==> src/rtl/led_bar_arbiter_if.sv <==
// Bundles the request, pattern, duty and LED-drive signals between the
// challenge sources (master) and led_bar_arbiter (slave).
interface led_bar_arbiter_if #(
    parameter int unsigned NUM_REQ  = 4,
    parameter int unsigned PWM_BITS = 3
);
    logic [NUM_REQ-1:0]   req;
    logic [8*NUM_REQ-1:0] pattern;
    logic [PWM_BITS-1:0]  duty;
    logic [NUM_REQ-1:0]   grant;
    logic                 busy;
    logic [7:0]           cats;

    modport master (
        output req, pattern, duty,
        input  grant, busy, cats
    );

    modport slave (
        input  req, pattern, duty,
        output grant, busy, cats
    );
endinterface

==> src/rtl/led_bar_arbiter.sv <==
// Round-robin owner of the 8-LED cathode bar with minimum dwell, one blanking
// cycle between owners and global PWM. Optional urgent requester 0: LED_ARB_PREEMPT_EN.
module led_bar_arbiter #(
    parameter int unsigned NUM_REQ      = 4,
    parameter int unsigned DWELL_CYCLES = 24_000_000,
    parameter int unsigned PWM_BITS     = 3
) (
    input  logic              clk,
    input  logic              rst_n,
    led_bar_arbiter_if.slave  bus
);
    localparam int unsigned IDX_W = $clog2(NUM_REQ);
    localparam int unsigned DW_W  = (DWELL_CYCLES > 1) ? $clog2(DWELL_CYCLES) : 1;
    localparam logic [DW_W-1:0]  DWELL_MAX = DW_W'(DWELL_CYCLES - 1);
    localparam logic [IDX_W-1:0] LAST_IDX  = IDX_W'(NUM_REQ - 1);

    typedef enum logic [1:0] {
        IDLE,
        HOLD,
        ARB
    } state_t;

    state_t               state, state_next;
    logic [PWM_BITS-1:0]  pwm_cnt;
    logic [DW_W-1:0]      dwell_cnt;
    logic [IDX_W-1:0]     last_owner;
    logic [7:0]           cats_q;

    logic                 pwm_on;
    logic                 dwell_done;
    logic [NUM_REQ-1:0]   owner_mask;
    logic                 owner_req;
    logic                 other_req;
    logic                 preempt;
    logic                 urgent;
    logic                 rr_any;
    logic [IDX_W-1:0]     rr_idx;
    int unsigned          cand;
    logic [IDX_W-1:0]     cand_idx;
    logic                 sel_load;
    logic [IDX_W-1:0]     sel_idx;

    // last_owner doubles as the current owner while in HOLD
    assign pwm_on     = (pwm_cnt < bus.duty);
    assign dwell_done = (dwell_cnt == DWELL_MAX);
    assign owner_mask = NUM_REQ'(1) << last_owner;
    assign owner_req  = bus.req[last_owner];
    assign other_req  = |(bus.req & ~owner_mask);

`ifdef LED_ARB_PREEMPT_EN
    assign urgent  = bus.req[0];
    assign preempt = bus.req[0] && (last_owner != '0);
`else
    assign urgent  = 1'b0;
    assign preempt = 1'b0;
`endif

    // First set request searching last_owner+1, last_owner+2, ... modulo NUM_REQ
    always_comb begin
        rr_any   = 1'b0;
        rr_idx   = '0;
        cand     = 0;
        cand_idx = '0;
        for (int unsigned k = 1; k <= NUM_REQ; k++) begin
            cand = 32'(last_owner) + k;
            if (cand >= NUM_REQ) begin
                cand = cand - NUM_REQ;
            end
            cand_idx = IDX_W'(cand);
            if (!rr_any && bus.req[cand_idx]) begin
                rr_any = 1'b1;
                rr_idx = cand_idx;
            end
        end
    end

    always_comb begin
        state_next = state;
        sel_load   = 1'b0;
        sel_idx    = rr_idx;
        case (state)
            IDLE: begin
                if (rr_any) begin
                    state_next = HOLD;
                    sel_load   = 1'b1;
                end
            end
            HOLD: begin
                if (!owner_req || preempt || (dwell_done && other_req)) begin
                    state_next = ARB;
                end
            end
            ARB: begin
                if (urgent) begin
                    state_next = HOLD;
                    sel_load   = 1'b1;
                    sel_idx    = '0;
                end else if (rr_any) begin
                    state_next = HOLD;
                    sel_load   = 1'b1;
                end else begin
                    state_next = IDLE;
                end
            end
            default: state_next = IDLE;
        endcase
    end

    always_ff @(posedge clk) begin
        if (!rst_n) begin
            state      <= IDLE;
            pwm_cnt    <= '0;
            dwell_cnt  <= '0;
            last_owner <= LAST_IDX;
            cats_q     <= '0;
        end else begin
            state   <= state_next;
            pwm_cnt <= pwm_cnt + 1'b1;
            if (sel_load) begin
                last_owner <= sel_idx;
                dwell_cnt  <= '0;
            end else if (state == HOLD && !dwell_done) begin
                dwell_cnt <= dwell_cnt + 1'b1;
            end
            // Gating on state_next as well keeps the bar dark during the ARB blank cycle
            if (state == HOLD && state_next == HOLD) begin
                cats_q <= bus.pattern[{last_owner, 3'b000} +: 8] & {8{pwm_on}};
            end else begin
                cats_q <= '0;
            end
        end
    end

    assign bus.grant = (state == HOLD) ? owner_mask : '0;
    assign bus.busy  = (state == HOLD);
    assign bus.cats  = cats_q;
endmodule
==> src/flat_wrapper.sv <==
// flat-port wrapper written by rule: the top's interface ports become plain ports
module led_bar_arbiter_flat 
#(
    parameter int unsigned NUM_REQ      = 4,
    parameter int unsigned DWELL_CYCLES = 24_000_000,
    parameter int unsigned PWM_BITS     = 3
)
  (clk, rst_n, bus_req, bus_pattern, bus_duty, bus_grant, bus_busy, bus_cats);
  led_bar_arbiter_if #(.NUM_REQ(NUM_REQ), .PWM_BITS(PWM_BITS)) bus_i ();
  input  logic clk;
  input  logic rst_n;
  input wire logic [$bits(bus_i.req)-1:0] bus_req;
  input wire logic [$bits(bus_i.pattern)-1:0] bus_pattern;
  input wire logic [$bits(bus_i.duty)-1:0] bus_duty;
  output wire logic [$bits(bus_i.grant)-1:0] bus_grant;
  output wire logic [$bits(bus_i.busy)-1:0] bus_busy;
  output wire logic [$bits(bus_i.cats)-1:0] bus_cats;
  assign bus_i.req = bus_req;
  assign bus_i.pattern = bus_pattern;
  assign bus_i.duty = bus_duty;
  assign bus_grant = bus_i.grant;
  assign bus_busy = bus_i.busy;
  assign bus_cats = bus_i.cats;
  led_bar_arbiter #(.NUM_REQ(NUM_REQ), .DWELL_CYCLES(DWELL_CYCLES), .PWM_BITS(PWM_BITS)) u_core (.clk(clk), .rst_n(rst_n), .bus(bus_i));
endmodule
==> config.mk <==
export PLATFORM = sky130hd
export DESIGN_NAME = led_bar_arbiter_flat
export DESIGN_NICKNAME = d
export VERILOG_FILES = /design/src/rtl/led_bar_arbiter_if.sv /design/src/rtl/led_bar_arbiter.sv /design/src/flat_wrapper.sv
export SDC_FILE = /design/constraint.sdc
export NUM_CORES = 1
export LEC_CHECK = 0
export ABC_CLOCK_PERIOD_IN_PS = 3500
export BUFFER_PORTS_ARGS = -buffer_cell sky130_fd_sc_hd__buf_2
export CORE_UTILIZATION = 35
export DETAILED_ROUTE_END_ITERATION = 8
export PLACE_DENSITY = 0.55
export SYNTH_ARGS = -nofsm -noshare
export SYNTH_HDL_FRONTEND = slang
export SYNTH_SLANG_ARGS = --single-unit
==> constraint.sdc <==
create_clock -name clk -period 3.5 [get_ports clk]
set_input_delay 0.7 -clock clk [delete_from_list [all_inputs] [get_ports clk]]
set_output_delay 0.7 -clock clk [all_outputs]
set_load 0.005 [all_outputs]
==> results of run 1 <==
==> state kept, by name, indices dropped and copies added (netlist names) <==
signal	cells
u_core.bus.cats	8
u_core.last_owner	2
u_core.dwell_cnt	25
u_core.state	2
u_core.pwm_cnt	3
==> cell type report <==
| class | count | area share |
|---|---|---|
| Inverter | 10 | 0.0142 |
| Timing Repair Buffer | 54 | 0.103 |
| Tap cell | 75 | 0.0354 |
| Clock buffer | 5 | 0.0260 |
| Multi-Input combinational cell | 184 | 0.519 |
| Sequential cell | 40 | 0.302 |
==> cells by family (layout without fill, tap and decap cells) <==
| logic type | Yosys count | count (layout) | synth area share |
|---|---|---|---|
| AOI/OAI and AO/OA | 40 | 40 | 0.127 |
| buffers and inverters | 19 | 69 | 0.0381 |
| xor gates and xnor gates | 12 | 12 | 0.0464 |
| DFF | 40 | 40 | 0.354 |
| muxes | 16 | 16 | 0.116 |
| and+or+nand+nor | 108 | 108 | 0.275 |
| adders and majority gates | 8 | 8 | 0.0442 |
==> per-stage QoR <==
stage	total power (uW)	hold slack, ps	setup slack [ps]	utilization	std cells
final	1040	448	935	0.437	368
after global routing	1100	486	709	0.437	368
after floorplan	704	412	1270	-	243
after global placement	781	441	1000	0.426	363
after detailed placement	780	439	939	0.426	363
after CTS	1060	454	897	0.437	368
==> synthesized netlist by cell type (2+ instances only) <==
master and n:
inv_1 10, o21ai_0 4, clkbuf_1 3, dfxtp_1 40, or4b_1 2, o21ai_2 4, nand4_1 9, nand2b_1 6
buf_2 3, mux4_2 8, o31ai_1 2, or3_1 7, nor3_1 5, ha_1 8, mux2_2 2, or2_2 4
and2_1 8, a21oi_2 4, mux2i_1 6, a211oi_1 3, nor4_1 4, nand2_1 11, nor2_1 21, or4_1 3
nor2b_1 12, nand3_1 6, xor2_1 5, o21ai_1 3, o211ai_1 2, a21oi_1 10, and4_1 4, xnor2_1 7
or4b_2 2
==> worst paths after layout <==
check	startpoint	to	slack (ps)	cells past startpoint
max	u_core.last_owner[0]	bus_grant[0]	940	4
min	u_core.pwm_cnt[0]	u_core.pwm_cnt[0]	450	1
max reg2reg	u_core.last_owner[0]	u_core.bus.cats[6]	960	5
min reg2reg	u_core.pwm_cnt[0]	u_core.pwm_cnt[0]	450	1
==> power by group <==
part | leakage, uW | switching, uW | internal (uW)
Clock | 0.0000359 | 146 | 129
Sequential | 0.000324 | 42.5 | 475
Combinational | 0.000648 | 109 | 141
==> worst max-delay path, cell delays in order (launching register included) <==
cell and delay [ps]:
dfxtp_1 820, inv_1 220, ha_1 280, and2_1 140, buf_2 120
==> layer usage <==
layer  wire length [microns]  up-vias  part of all wire
met1                    2400      879              0.49
met3                     170        9             0.034
met5                       0        -                 0
met2                    2270       30              0.46
met4                      87        0             0.018
li1                        -      987                 -
==> run summary, run 1 <==
initial antenna violation count: 0
via count: 1905
# diodes: 0
Worst Skew: 5.04 ps
synthesized cell area: 2260 sq um
die height: 82.4 microns
overflow left after global routing: 0
slew margin rel.: 0.490
Die X: 82.4 microns
top achievable clock speed: 390 MHz
leakage: 0.00101 uW
Layout area overhead: 17.1%
Most used DFF post-synth: dfxtp_1
Required @ worst endpoint: 2800 ps
min-delay worst type: reg2reg
clk_lat worst skew: 290 ps
CTS tree: yes
Final Critical Period: 2560 ps
post-cts hold buffer count: 0
Final Setup Violations: 0
detailed placement HPWL: 3.73 mm
GRT Overall Usage: 0.160
total I/O pin count: 54
Cells after Synth: 243
Mean Syn Cell Area: 9.31 sq um
Total Wirelength: 4.93 mm
die footprint: 6790 sq um
starting density of the core: 0.373
grt met1 use: 0.203
Seq. cell area: 801 sq um
GP Congestion: 0.865
Nets: 344
RSZ-0062 raised after global routing: no
Max Slew Vio Count: 0
met2 Use GR: 0.262
crit start category: flop
total core area: 6060 sq um
Synth area leaders: dfxtp_1 35%, mux4_2 8.0%, ha_1 4.4%
first-pass GRT wire length: 8.21 mm
CTS Root Cell: clkbuf_8
most frequent cells in the layout: 53 x buf_2, 40 x dfxtp_1, 21 x nor2_1
drt first pass iters: 4
Fill cells: 618
status: finished clean
Post-Layout Inst Area: 2650 sq um
area of the multi-input gates: 1380 sq um
Peak VDD IR: 0.164 mV
WL/cell: 13.4 microns
Yosys cell types: 48
grt peak-use layer: met2
CP Data Arrival Time: 1860 ps
CP endpoint kind: primary output
synthesized flop and latch total: 40
Synth Net Count: 292
number of synthesized flops with an enable pin: 0
M3 GR Usage: 0.0451
PwrDens: 393 nW/um^2
commonest non-fill, non-tap cell in the layout: buf_2
Remaining DRCs: 0
largest net degree at the start of global routing: 26
# port buffers: 53
CTS sink cnt: 40
antenna violation net count after detailed routing: 0
kind of critical path: reg2out
PostCTS Resize Cnt: 0
Fin Setup TNS: 0 ps
vias in the first global route: 1807
period utilization: 0.733
Site Rows: 28
register area share after synthesis: 0.354
share of cells above drive strength 1: 0.297
Yosys top cell area share: 0.354
setup repair bufs after CTS: 0
DP Area: 2580 sq um
CP max FO: 16
Vias/cell: 5.18
Detailed Route Iter0 Violations: 66
Synth warnings: 0
final hold violation count: 0
Max Cap Viol: 0
htree depth: 2
CTS Buffer Depth: 2
Worst-path clk slew: 70 ps
worst slew pin tran: 763 ps
Synth area leader: dfxtp_1
cts bufs inserted: 5
Synth async-reset ratio: 0
Note: power is estimated with default switching activity, not from simulation.
==> run 2, diff against run 1 <==
ABC_CLOCK_PERIOD_IN_PS = 2100   (was 3500)
PLACE_DENSITY = 0.57   (was 0.55)
clock period = 2.1 ns   (was 3.5 ns; I/O delays follow)
==> run 2 against run 1 <==
Effect of this change:
- sequential power increased by 59%
- the flow now finishes with violations (setup timing)
- largest power group unchanged
- first-iteration DRC count is 24% higher
- final area is 13% higher
- clock power is 93% higher
- flip-flop and latch count stayed put
==> run summary, run 2 (synthesized netlist as in run 1, its figures left out) <==
crit start category: flop
Vias/cell: 5.11 (-1.4%)
Final Setup Violations: 4 (+4)
CP bufs+invs: 1 (-1)
setup repair bufs after CTS: 0 (unchanged)
Biggest register: u_core.dwell_cnt
Nets: 379 (+10%)
Max Cap Viol: 0 (unchanged)
initial antenna violation count: 0 (unchanged)
most frequent cells in the layout: 53 x buf_2, 36 x dfxtp_1, 34 x buf_4
slew margin rel.: 0.784 (+0.294)
CTS tree: yes
failing checks: setup timing
GRT Overall Usage: 0.181 (+0.0217)
Remaining DRCs: 0 (unchanged)
Die X: 82.4 microns (unchanged)
worst slew pin tran: 321 ps (-442 ps)
top achievable clock speed: 474 MHz
commonest non-fill, non-tap cell in the layout: buf_2
routed length on met2: 2.61 mm (+15%)
crit-path max cell delay: 620 ps (-200 ps)
Reg2Reg Depth: 6 (+1)
Crit path depth: 6 (+2)
CP max FO: 8 (-8)
cts bufs inserted: 5 (unchanged)
CP endpoint kind: flop
htree depth: 2 (unchanged)
Peak VDD IR: 0.337 mV (+110%)
Final Critical Period: 2110 ps
leakage: 0.00121 uW (+20%)
hold_ws: 383 ps (-65.3 ps)
crit path cell chain: or4b_4 > or4_4 > o21ai_4 > buf_12 > or4_4 > a21oi_2
Total Wirelength: 5.51 mm (+12%)
CTS sink cnt: 40 (unchanged)
total I/O pin count: 54 (unchanged)
metal3 WL: 186 microns (+9.4%)
antenna violation net count after detailed routing: 0 (unchanged)
# diodes: 0 (unchanged)
CTS Root Cell: clkbuf_8
final hold violation count: 0 (unchanged)
Layout area overhead: 32.7%
CP dominant cell by count: or4_4
period utilization: 1.01
Fin Setup TNS: -36.6 ps (-36.6 ps)
critical hold path startpoint: rst_n
CTS Buffer Depth: 2 (unchanged)
overflow left after global routing: 0 (unchanged)
Top Family by Delay on Critical Path: simple AND/OR/NAND/NOR gates
share of cells above drive strength 1: 0.414 (+0.117)
RSZ-0062 raised after global routing: yes
Worst-path clk slew: 80 ps (about the same)
Site Rows: 28 (unchanged)
DP Area: 2860 sq um (+11%)
min-delay worst type: in2reg
starting density of the core: 0.373 (unchanged)
first-pass GRT wire length: 9.28 mm (+13%)
CP Data Arrival Time: 2300 ps (+440 ps)
post-cts hold buffer count: 0 (unchanged)
Highest Signal Layer: met4
Critical Path Source: u_core.dwell_cnt[15]
DRT met1 WL: 2.64 mm (+9.9%)
worst slack, placed: -5.44 ps (-944 ps)
die footprint: 6790 sq um (unchanged)
Post-Layout Inst Area: 3000 sq um (+13%)
status: complete, but fails checks
hold path depth: 2 (+1)
Crit-path slowest cell: or4_4
WL/cell: 13.6 microns (+1.4%)
GP Congestion: 0.814 (-5.9%)
Worst Skew: 7.40 ps (+2.36 ps)
die height: 82.4 microns (unchanged)
kind of critical path: reg2reg
largest net degree at the start of global routing: 14 (-46%)
drt first pass iters: 4 (unchanged)
PwrDens: 629 nW/um^2 (+60%)
vias in the first global route: 2052 (+14%)
via count: 2073 (+8.8%)
Detailed Route Iter0 Violations: 82 (+24%)
Final Worst Setup Slack: -11.6 ps (-947 ps)
Max Slew Vio Count: 0 (unchanged)
total core area: 6060 sq um (unchanged)
clk_lat worst skew: 290 ps (about the same)
Crit Reg-Reg Startpoint: u_core.dwell_cnt[15]
Largest register FFs: 25 (unchanged)
detailed placement HPWL: 4.35 mm (+17%)
Required @ worst endpoint: 2280 ps (-520 ps)
# port buffers: 53 (unchanged)
## run 2: cell types whose count changed in the layout (fill, tap and decap cells not counted), moves of 3 or more
cell     previous run  this run
or4b_4              0         3
buf_4               1        34
dfxtp_2             0         4
dfxtp_1            40        36
## run 2: cell type report
cell class	instances	area [sq um]
inverter	10	37.5
sequential	40	806
fill	581	3060
multi-input combinational	184	1430
clock buffer	8	90.1
timing repair buffer	89	552
tap	75	93.8
## run 2: stage by stage
step,std cells,util,power (uW)
finish,406,0.496,1890
global placement,398,0.471,1370
floorplan,243,-,1180
CTS,406,0.487,1900
detailed placement,398,0.471,1370
global route,406,0.496,2000
## run 2: worst paths after layout
check / end / slack, ps
max: u_core.dwell_cnt[21] / -10
min: u_core.last_owner[1] / 380
max reg2reg: u_core.dwell_cnt[21] / -10
min reg2reg: u_core.pwm_cnt[0] / 450
## run 2: timing repair
item | CTS | global route
gates resized for setup | 1 | 16
setup endpoints to repair | 1 | 33
cloned | 0 | 0
pin swaps | 0 | 12
## run 2: power breakdown
group | switching (uW) | leakage (uW) | internal [uW]
registers | 29.5 | 0.000325 | 793
logic | 241 | 0.000842 | 294
clock network | 262 | 0.0000455 | 268
total | 533 | 0.00121 | 1360
## run 2: layer usage
layer  up-vias  track usage
met1       971        0.226
met3         8       0.0462
met2        31        0.303
li1       1063            -
met4         0       0.0614
met5         -            0
==> run 3, diff against run 2 <==
CORE_ASPECT_RATIO = 0.8   (was not set)
PLACE_DENSITY = not set   (was 0.57)
==> run 3 against run 2 <==
Effect of this change:
- critical endpoint unchanged
- largest power group unchanged
- the run now ends clean
- fmax up 1.6%
- die area is essentially flat
- worst hold slack improved by 6.5 ps
- sequential power about the same
- clock power increased by 22%
- largest cell class unchanged
- setup slack improved by 33 ps
- final area grew 0.92%
- combinational power is 8.0% higher
- utilization grew 0.39 points
- clock-buffer cell count fell by 3
- routed wire length up 0.53%
==> run summary, run 3 (synthesized netlist as in run 1, its figures left out) <==
Final Critical Period: 2080 ps (-33.0 ps)
top achievable clock speed: 481 MHz (+1.6%)
area of the multi-input gates: 1410 sq um (-1.1%)
setup repair bufs after CTS: 0 (unchanged)
commonest non-fill, non-tap cell in the layout: buf_2
most frequent cells in the layout: 53 x buf_2, 37 x dfxtp_1, 34 x buf_4
Site Rows: 25 (-11%)
detailed placement HPWL: 4.37 mm (+0.37%)
Die X: 91.9 microns (+12%)
worst slew pin tran: 364 ps (+43.0 ps)
Max Slew Vio Count: 0 (unchanged)
CTS sink cnt: 40 (unchanged)
Required @ worst endpoint: 2290 ps (about the same)
Total Wirelength: 5.54 mm (+0.53%)
CTS Buffer Depth: 2 (unchanged)
crit-path max cell delay: 610 ps (about the same)
CTS Root Cell: clkbuf_8
total core area: 6070 sq um (+0.12%)
CP Data Arrival Time: 2270 ps (-30 ps)
Detailed Route Iter0 Violations: 92 (+12%)
htree depth: 2 (unchanged)
starting density of the core: 0.373 (-0.000462)
clock share of power: 0.315 (+0.034)
Final Util: 0.500 (+0.00392)
Max Cap Viol: 0 (unchanged)
GRT Overall Usage: 0.179 (-0.00224)
Crit-path slowest cell: or4_4
# diodes: 0 (unchanged)
final hold violation count: 0 (unchanged)
status: finished clean
total I/O pin count: 54 (unchanged)
GP Congestion: 0.897 (+10%)
vias in the first global route: 2012 (-1.9%)
antenna violation net count after detailed routing: 0 (unchanged)
Worst Skew: 8.13 ps (+0.730 ps)
Comb power frac: 0.282 (-0.002)
CTS tree: yes
cts bufs inserted: 5 (unchanged)
CP bufs+invs: 1 (unchanged)
Vias/cell: 5.11 (about the same)
period utilization: 0.990 (-0.0157)
Largest register FFs: 25 (unchanged)
die footprint: 6790 sq um (about the same)
Crit Reg-Reg Startpoint: u_core.dwell_cnt[14]
RSZ-0062 raised after global routing: yes
worst slack, placed: -111 ps (-105 ps)
post-cts hold buffer count: 0 (unchanged)
Critical Path Source: u_core.dwell_cnt[14]
Worst-path clk slew: 80 ps (about the same)
clk_lat worst skew: 300 ps (about the same)
PwrDens: 675 nW/um^2 (+7.4%)
Remaining DRCs: 0 (unchanged)
drt first pass iters: 4 (unchanged)
Switching Power: 578 uW (+8.5%)
# port buffers: 53 (unchanged)
kind of critical path: reg2reg
Fill cells: 595 (+2.4%)
Final Worst Setup Slack: 21.4 ps (+33.0 ps)
first-pass GRT wire length: 9.51 mm (+2.5%)
CP endpoint kind: flop
leakage: 0.00122 uW (+1.0%)
critical hold path startpoint: rst_n
internal power: 1470 uW (+8.3%)
share of cells above drive strength 1: 0.405 (-0.00906)
via count: 2104 (+1.5%)
Layout area overhead: 33.9%
crit path cell chain: or4b_4 > or4_4 > o21ai_4 > buf_12 > or4_1 > a21oi_2
crit start category: flop
Reg power frac: 0.403 (-0.033)
slew margin rel.: 0.755 (-0.0290)
Nets: 379 (unchanged)
Seq. cell area: 807 sq um (+0.16%)
die height: 73.9 microns (-10%)
Peak VDD IR: 0.418 mV (+24%)
largest net degree at the start of global routing: 26 (+12)
Biggest register: u_core.dwell_cnt
Switching Fraction: 0.282 (+0.000325)
min-delay worst type: in2reg
CP max FO: 13 (+5)
WL/cell: 13.4 microns (-0.94%)
Tot Pwr: 2050 uW (+8.4%)
overflow left after global routing: 0 (unchanged)
Top Family by Delay on Critical Path: simple AND/OR/NAND/NOR gates
Final Setup Violations: 0 (-4)
initial antenna violation count: 0 (unchanged)
[run 3: changes by cell type in the layout (fill, tap and decap cells not counted), sizes merged]
cell	delta
clkinvlp	+1
clkbuf	-3
inv	+1
bufinv	+1
[run 3: worst register-to-register path, cell delays in order, from the launching register on]
cell	delay, ps
dfxtp_2	330
or4b_4	540
or4_4	610
o21ai_4	170
buf_12	150
or4_1	130
a21oi_2	50
[run 3: layout make-up]
| cell class | instances | area share |
|---|---|---|
| multi-input cells | 184 | 0.465 |
| flip-flops and latches | 40 | 0.266 |
| repair buffers | 89 | 0.185 |
| well taps | 81 | 0.0334 |
| clock buffers | 5 | 0.0227 |
| clock inverters | 3 | 0.0153 |
| inverters | 10 | 0.0124 |
[run 3: path summary, 6_finish.rpt]
check,endpoint,slack (ps),cells past startpoint
min reg2reg,u_core.pwm_cnt[0],450,1
min,u_core.last_owner[1],390,2
max,u_core.dwell_cnt[21],20,6
max reg2reg,u_core.dwell_cnt[21],20,6
[run 3: power groups by stage]
stage	Combinational (uW)	Sequential, uW	Clock [uW]
after floorplan	345	831	0
after global routing	635	829	696
after detailed placement	569	839	0
after CTS	575	822	663
final	578	825	644
after global placement	561	837	0
[run 3: timing repair]
action	CTS	global route
resized for setup	3	8
endpoints found under the setup margin	10	20
pin swaps	0	4
[run 3: stage by stage]
step	setup TNS (ps)	hold WS, ps	cell area (sq um)	instances
3_3_place_gp	-214	431	2880	404
4_1_cts	0	391	3000	412
6_report	0	389	3030	412
5_1_grt	-126	392	3030	412
2_1_floorplan	0	412	2270	243
3_5_place_dp	-867	433	2880	404
[run 3: per-layer routing]
| layer | wire (microns) | global-route usage | vias to the layer above |
|---|---|---|---|
| met5 | 0 | 0 | - |
| met3 | 206 | 0.0352 | 7 |
| li1 | - | - | 1066 |
| met1 | 2820 | 0.244 | 989 |
| met4 | 82 | 0.0747 | 0 |
| met2 | 2430 | 0.281 | 42 |
